**src/rtl/uart_pkg.sv**
```systemverilog
// Shared constants and state encodings for the UART receive path.
package uart_pkg;

  localparam int UART_DATA_BITS            = 8;
  localparam int UART_CLKS_PER_BIT_DEFAULT = 104;

  localparam logic [2:0] ST_IDLE  = 3'd0;
  localparam logic [2:0] ST_START = 3'd1;
  localparam logic [2:0] ST_DATA  = 3'd2;
  localparam logic [2:0] ST_STOP  = 3'd3;
  localparam logic [2:0] ST_BREAK = 3'd4;

  typedef enum logic [2:0] {
    S_IDLE  = ST_IDLE,
    S_START = ST_START,
    S_DATA  = ST_DATA,
    S_STOP  = ST_STOP,
    S_BREAK = ST_BREAK
  } rx_state_e;

endpackage

```
**src/rtl/sync2.sv**
```systemverilog
// Two-flop synchronizer for an idle-high asynchronous line; both flops reset to 1.
module sync2 (
  input  logic clk,
  input  logic rst,
  input  logic d_i,
  output logic q_o
);

  logic meta_q;
  logic sync_q;

  always_ff @(posedge clk or posedge rst) begin
    if (rst) begin
      meta_q <= 1'b1;
      sync_q <= 1'b1;
    end else begin
      meta_q <= d_i;
      sync_q <= meta_q;
    end
  end

  assign q_o = sync_q;

endmodule

```
**src/rtl/uart_rx_char.sv**
```systemverilog
// 8N1 UART receiver: one character byte plus a one-cycle strobe per good frame.
//   state | meaning
//   IDLE  | line high, waiting for a start edge
//   START | confirm start bit at its midpoint
//   DATA  | sample 8 data bits, LSB first
//   STOP  | sample stop bit, emit char or framing error
//   BREAK | line held low after a bad stop bit; wait for it to rise
module uart_rx_char
  import uart_pkg::*;
#(
  parameter int CLKS_PER_BIT = UART_CLKS_PER_BIT_DEFAULT
) (
  input  logic       clk,
  input  logic       rst,
  input  logic       rxd,
  output logic [7:0] charData,
  output logic       charDataValid,
  output logic       frameErr,
  output logic       rxBusy
);

  localparam int CW = $clog2(CLKS_PER_BIT);
  localparam logic [CW-1:0] HALF_C = CW'((CLKS_PER_BIT - 1) / 2);
  localparam logic [CW-1:0] LAST_C = CW'(CLKS_PER_BIT - 1);
  localparam logic [CW-1:0] ONE_C  = CW'(1);
  localparam logic [2:0]    IDX_LAST_C = 3'(UART_DATA_BITS - 1);

  logic rxs;

  rx_state_e  state_q, state_d;
  logic [CW-1:0] cnt_q, cnt_d;
  logic [2:0] idx_q, idx_d;
  logic [7:0] shreg_q, shreg_d;
  logic [7:0] char_q, char_d;
  logic       valid_q, valid_d;
  logic       ferr_q, ferr_d;

  sync2 u_sync (
    .clk (clk),
    .rst (rst),
    .d_i (rxd),
    .q_o (rxs)
  );

  always_ff @(posedge clk or posedge rst) begin
    if (rst) begin
      state_q <= S_IDLE;
      cnt_q   <= '0;
      idx_q   <= '0;
      shreg_q <= '0;
      char_q  <= '0;
      valid_q <= 1'b0;
      ferr_q  <= 1'b0;
    end else begin
      state_q <= state_d;
      cnt_q   <= cnt_d;
      idx_q   <= idx_d;
      shreg_q <= shreg_d;
      char_q  <= char_d;
      valid_q <= valid_d;
      ferr_q  <= ferr_d;
    end
  end

  always_comb begin
    state_d = state_q;
    cnt_d   = cnt_q;
    idx_d   = idx_q;
    shreg_d = shreg_q;
    char_d  = char_q;
    valid_d = 1'b0;
    ferr_d  = 1'b0;

    case (state_q)
      S_IDLE: begin
        cnt_d = '0;
        if (!rxs) state_d = S_START;
      end
      S_START: begin
        cnt_d = cnt_q + ONE_C;
        if (cnt_q == HALF_C) begin
          cnt_d = '0;
          if (!rxs) begin
            state_d = S_DATA;
            idx_d   = '0;
          end else begin
            state_d = S_IDLE;
          end
        end
      end
      S_DATA: begin
        cnt_d = cnt_q + ONE_C;
        // Counter restarts every bit so non-power-of-two bit periods work.
        if (cnt_q == LAST_C) begin
          cnt_d          = '0;
          shreg_d[idx_q] = rxs;
          if (idx_q == IDX_LAST_C) state_d = S_STOP;
          else                     idx_d   = idx_q + 3'd1;
        end
      end
      S_STOP: begin
        cnt_d = cnt_q + ONE_C;
        if (cnt_q == LAST_C) begin
          cnt_d = '0;
          if (rxs) begin
            char_d  = shreg_q;
            valid_d = 1'b1;
            state_d = S_IDLE;
          end else begin
            ferr_d  = 1'b1;
            state_d = S_BREAK;
          end
        end
      end
      S_BREAK: begin
        cnt_d = '0;
        if (rxs) state_d = S_IDLE;
      end
      default: begin
        cnt_d   = '0;
        state_d = S_IDLE;
      end
    endcase
  end

  assign charData      = char_q;
  assign charDataValid = valid_q;
  assign frameErr      = ferr_q;
  assign rxBusy        = (state_q != S_IDLE);

endmodule

```
**config.mk**
```make
export PLATFORM = sky130hd
export DESIGN_NAME = uart_rx_char
export DESIGN_NICKNAME = d
export VERILOG_FILES = /design/src/rtl/uart_pkg.sv /design/src/rtl/sync2.sv /design/src/rtl/uart_rx_char.sv
export SDC_FILE = /design/constraint.sdc
export NUM_CORES = 1
export LEC_CHECK = 0
export CORE_ASPECT_RATIO = 0.6
export CORE_UTILIZATION = 40
export CTS_CLUSTER_DIAMETER = 100
export DETAILED_ROUTE_END_ITERATION = 12
export PLACE_DENSITY = 0.58
export REMOVE_ABC_BUFFERS = 1
export SETUP_SLACK_MARGIN = 0.1
export SYNTH_ARGS = -nofsm -noshare
export SYNTH_HDL_FRONTEND = slang
export SYNTH_SLANG_ARGS = --single-unit
export TNS_END_PERCENT = 10
```
**constraint.sdc**
```tcl
create_clock -name clk -period 2.4 [get_ports clk]
set_input_delay 0.24 -clock clk [delete_from_list [all_inputs] [get_ports clk]]
set_output_delay 0.24 -clock clk [all_outputs]
set_load 0.05 [all_outputs]
```
==> flow_summary.json <==
{
  "status": "completed",
  "synth_compound_area_frac": 0.0497,
  "start_util": 0.442,
  "yosysSeqAreaShare": 0.548,
  "total_power_w": 0.000967,
  "synthTopCellsByArea": "dfrtp_1 (51%), mux2_2 (12%), dfstp_2 (3.5%), nor2_1 (3.5%), ha_1 (2.5%)",
  "clk_latency_ns": 0.28,
  "cap_viol_max_count": 0,
  "min_period_over_period": 0.871,
  "synth_cells": 126,
  "diodes": 0,
  "path_clk_slew_ns": 0.06,
  "peakVddDrop_mv": 0.278,
  "final_net_count": 151,
  "hold_viol_final": 0,
  "synth_cell_types": 33,
  "track_usage": 0.159,
  "grt_pass1_wl_mm": 4.57,
  "first_global_vias": 900,
  "synth_top_area_cell": "dfrtp_1",
  "yosys_warnings": 0,
  "hp-class": "input pin to asynchronous set/reset pin",
  "cts_buffers": 5,
  "yosys_register_bits": 33,
  "synth_xor_area_frac": 0.0290,
  "end_kind": "flop",
  "grt_max_degree": 34,
  "synth_top_family_by_area": "simple AND/OR/NAND/NOR gates",
  "first_pass_iters": 4,
  "ys_top_cells_by_count": "dfrtp_1 (31), mux2_2 (16), nor2_1 (14)",
  "rows": 16,
  "core-area_um2": 3420,
  "crit_type": "flop to flop",
  "cts_setup_buffers": 0,
  "utilization": 0.523,
  "worst_ep_arrival_time_ns": 2.26,
  "fillers": 300,
  "drt-vias-per-instance": 5.27,
  "worstPathCellList": "ha_1 > nand3b_1 > nor3_2 > and3_1 > mux2_2",
  "gp_congestion": 0.783,
  "die_h_um": 49.6,
  "synthArstFlopShare": 1.00,
  "crit_path_end": "charData[0]",
  "synth_top_area_share": 0.513,
  "fmax_mhz": 478,
  "die-area_um2": 4040,
  "reg2regPathDepth": 5,
  "instances_no_fill": 191,
  "worst_hold_slack_ns": 0.344,
  "synth.most_common_cell": "dfrtp_1",
  "cp.required_ns": 2.57,
  "num_vias": 1007,
  "synth-adder-area-share": 0.0248,
  "fin_skew_ns": 0.00296,
  "cts-resized-gates": 0,
  "totalWireLength_mm": 2.67,
  "crit_start": "cnt_q[0]",
  "antenna_found_initial": 0,
  "holdBufCountCts": 0,
  "synth.area.mux_share": 0.119,
  "yosys.area_share.simple": 0.211,
  "pin_count": 14,
  "final_max_slew_viol_count": 0,
  "drc": 0,
  "portBuffers": 13,
  "slew_headroom": 0.637,
  "drtIter0Drc": 80,
  "wl_per_cell_um": 14.0,
  "cts_max_level": 2,
  "rr_startpoint": "cnt_q[0]",
  "rsz0062_at_grt": "false",
  "syn_to_final_growth_pct": 18.5,
  "dp_hpwl_mm": 1.89,
  "max_stage_delay_ns": 0.46,
  "clk_path_buf_depth": 2,
  "cts_root_buf": "clkbuf_8",
  "worstPathMaxFanout": 8,
  "finalCriticalPeriod_ns": 2.09,
  "final_antenna_net_count": 0,
  "leakage_nw": 0.826,
  "place_inst": 183,
  "die_w_um": 81.4,
  "critPathLaunchType": "flop",
  "setup_tns_ns": 0,
  "worstReg2RegEnd": "charData[0]",
  "synth-edff-count": 0,
  "r2r_setup_slack_ns": 0.31,
  "ys.flop_type": "dfrtp_1",
  "power.density_nw_per_um2": 540,
  "overflow": 0,
  "tightestPinTransition_ns": 0.543,
  "syn_area_um2": 1510,
  "clock-sinks": 33,
  "synth_area_per_cell_um2": 12.0,
  "cts_tree": "yes",
  "setup_violations": 0,
  "drive_gt1_frac": 0.247,
  "slowest_stage": "and3_1"
}
## critical path, delay by kind of cell, from the launching register on
family / cells / cell delay (ns)
DFF: 1 / 0.36
and+or+nand+nor: 3 / 0.98
muxes: 1 / 0.39
adders and majority gates: 1 / 0.25
## layout by cell type, fill, tap and decap left out, types with 3 or more instances in the layout
cell	synthesis	routed
buf_4	0	4
ha_1	3	3
nand2_1	4	4
a21oi_1	4	4
nand4_1	3	3
mux2_2	16	16
nand3b_1	3	3
nand4b_1	3	3
nand3_1	6	6
dfrtp_1	31	31
or3_1	3	3
xnor2_1	3	3
clkbuf_8	0	5
nor2_1	14	14
and3_1	3	3
clkdlybuf4s50_1	0	13
## flip-flops by register name, summed over array words and instances, names as in the netlist
| register | count |
|---|---|
| charDataValid | 1 |
| charData | 8 |
| frameErr | 1 |
| state_q | 3 |
| cnt_q | 7 |
| idx_q | 3 |
| u_sync.q_o | 1 |
| u_sync.meta_q | 1 |
| shreg_q | 8 |
## per-stage QoR
step,cell area [um^2],setup slack (ns)
final,1790,0.309
after global routing,1790,0.162
after floorplan,1490,0.556
after detailed placement,1710,0.290
after CTS,1790,0.284
after global placement,1710,0.368
## power breakdown
| group | internal, W | switching [W] | total (W) |
|---|---|---|---|
| clock network | 0.000200 | 0.000187 | 0.000388 |
| registers | 0.000560 | 0.00000376 | 0.000563 |
| logic | 0.00000482 | 0.0000113 | 0.0000162 |
## worst min-delay path by stage
| stage | to | slack (ns) | cells past startpoint |
|---|---|---|---|
| after CTS | charData[0] | 0.36 | 3 |
| after global placement | u_sync.q_o | 0.35 | 0 |
| after global routing | u_sync.meta_q | 0.36 | 1 |
| after floorplan | u_sync.meta_q | 0.24 | 0 |
| after detailed placement | u_sync.q_o | 0.35 | 0 |
| final | charData[4] | 0.34 | 3 |
## cell type report
type,count,area [um^2],area share
multi-input cells,86,656,0.366
flip-flops and latches,33,828,0.463
inverters,2,7.51,0.00419
clock inverters,2,10.0,0.00559
clock buffers,6,72.6,0.0405
repair buffers,17,160,0.0894
well taps,45,56.3,0.0314
## per-layer routing
layer	vias up	wire length [um]	track usage
li1	498	-	-
met1	487	1420	0.233
met2	18	1100	0.206
met3	4	112	0.0556
met4	0	34	0.0714
met5	-	0	0
## cells by family after synthesis
kind of cell	count (synthesis)
simple gates	51
xor+xnor	5
compound gates	11
flops	33
mux	16
fa+ha+maj	3
buf+inv	7
No activity file was read; power rests on OpenSTA's default activity.
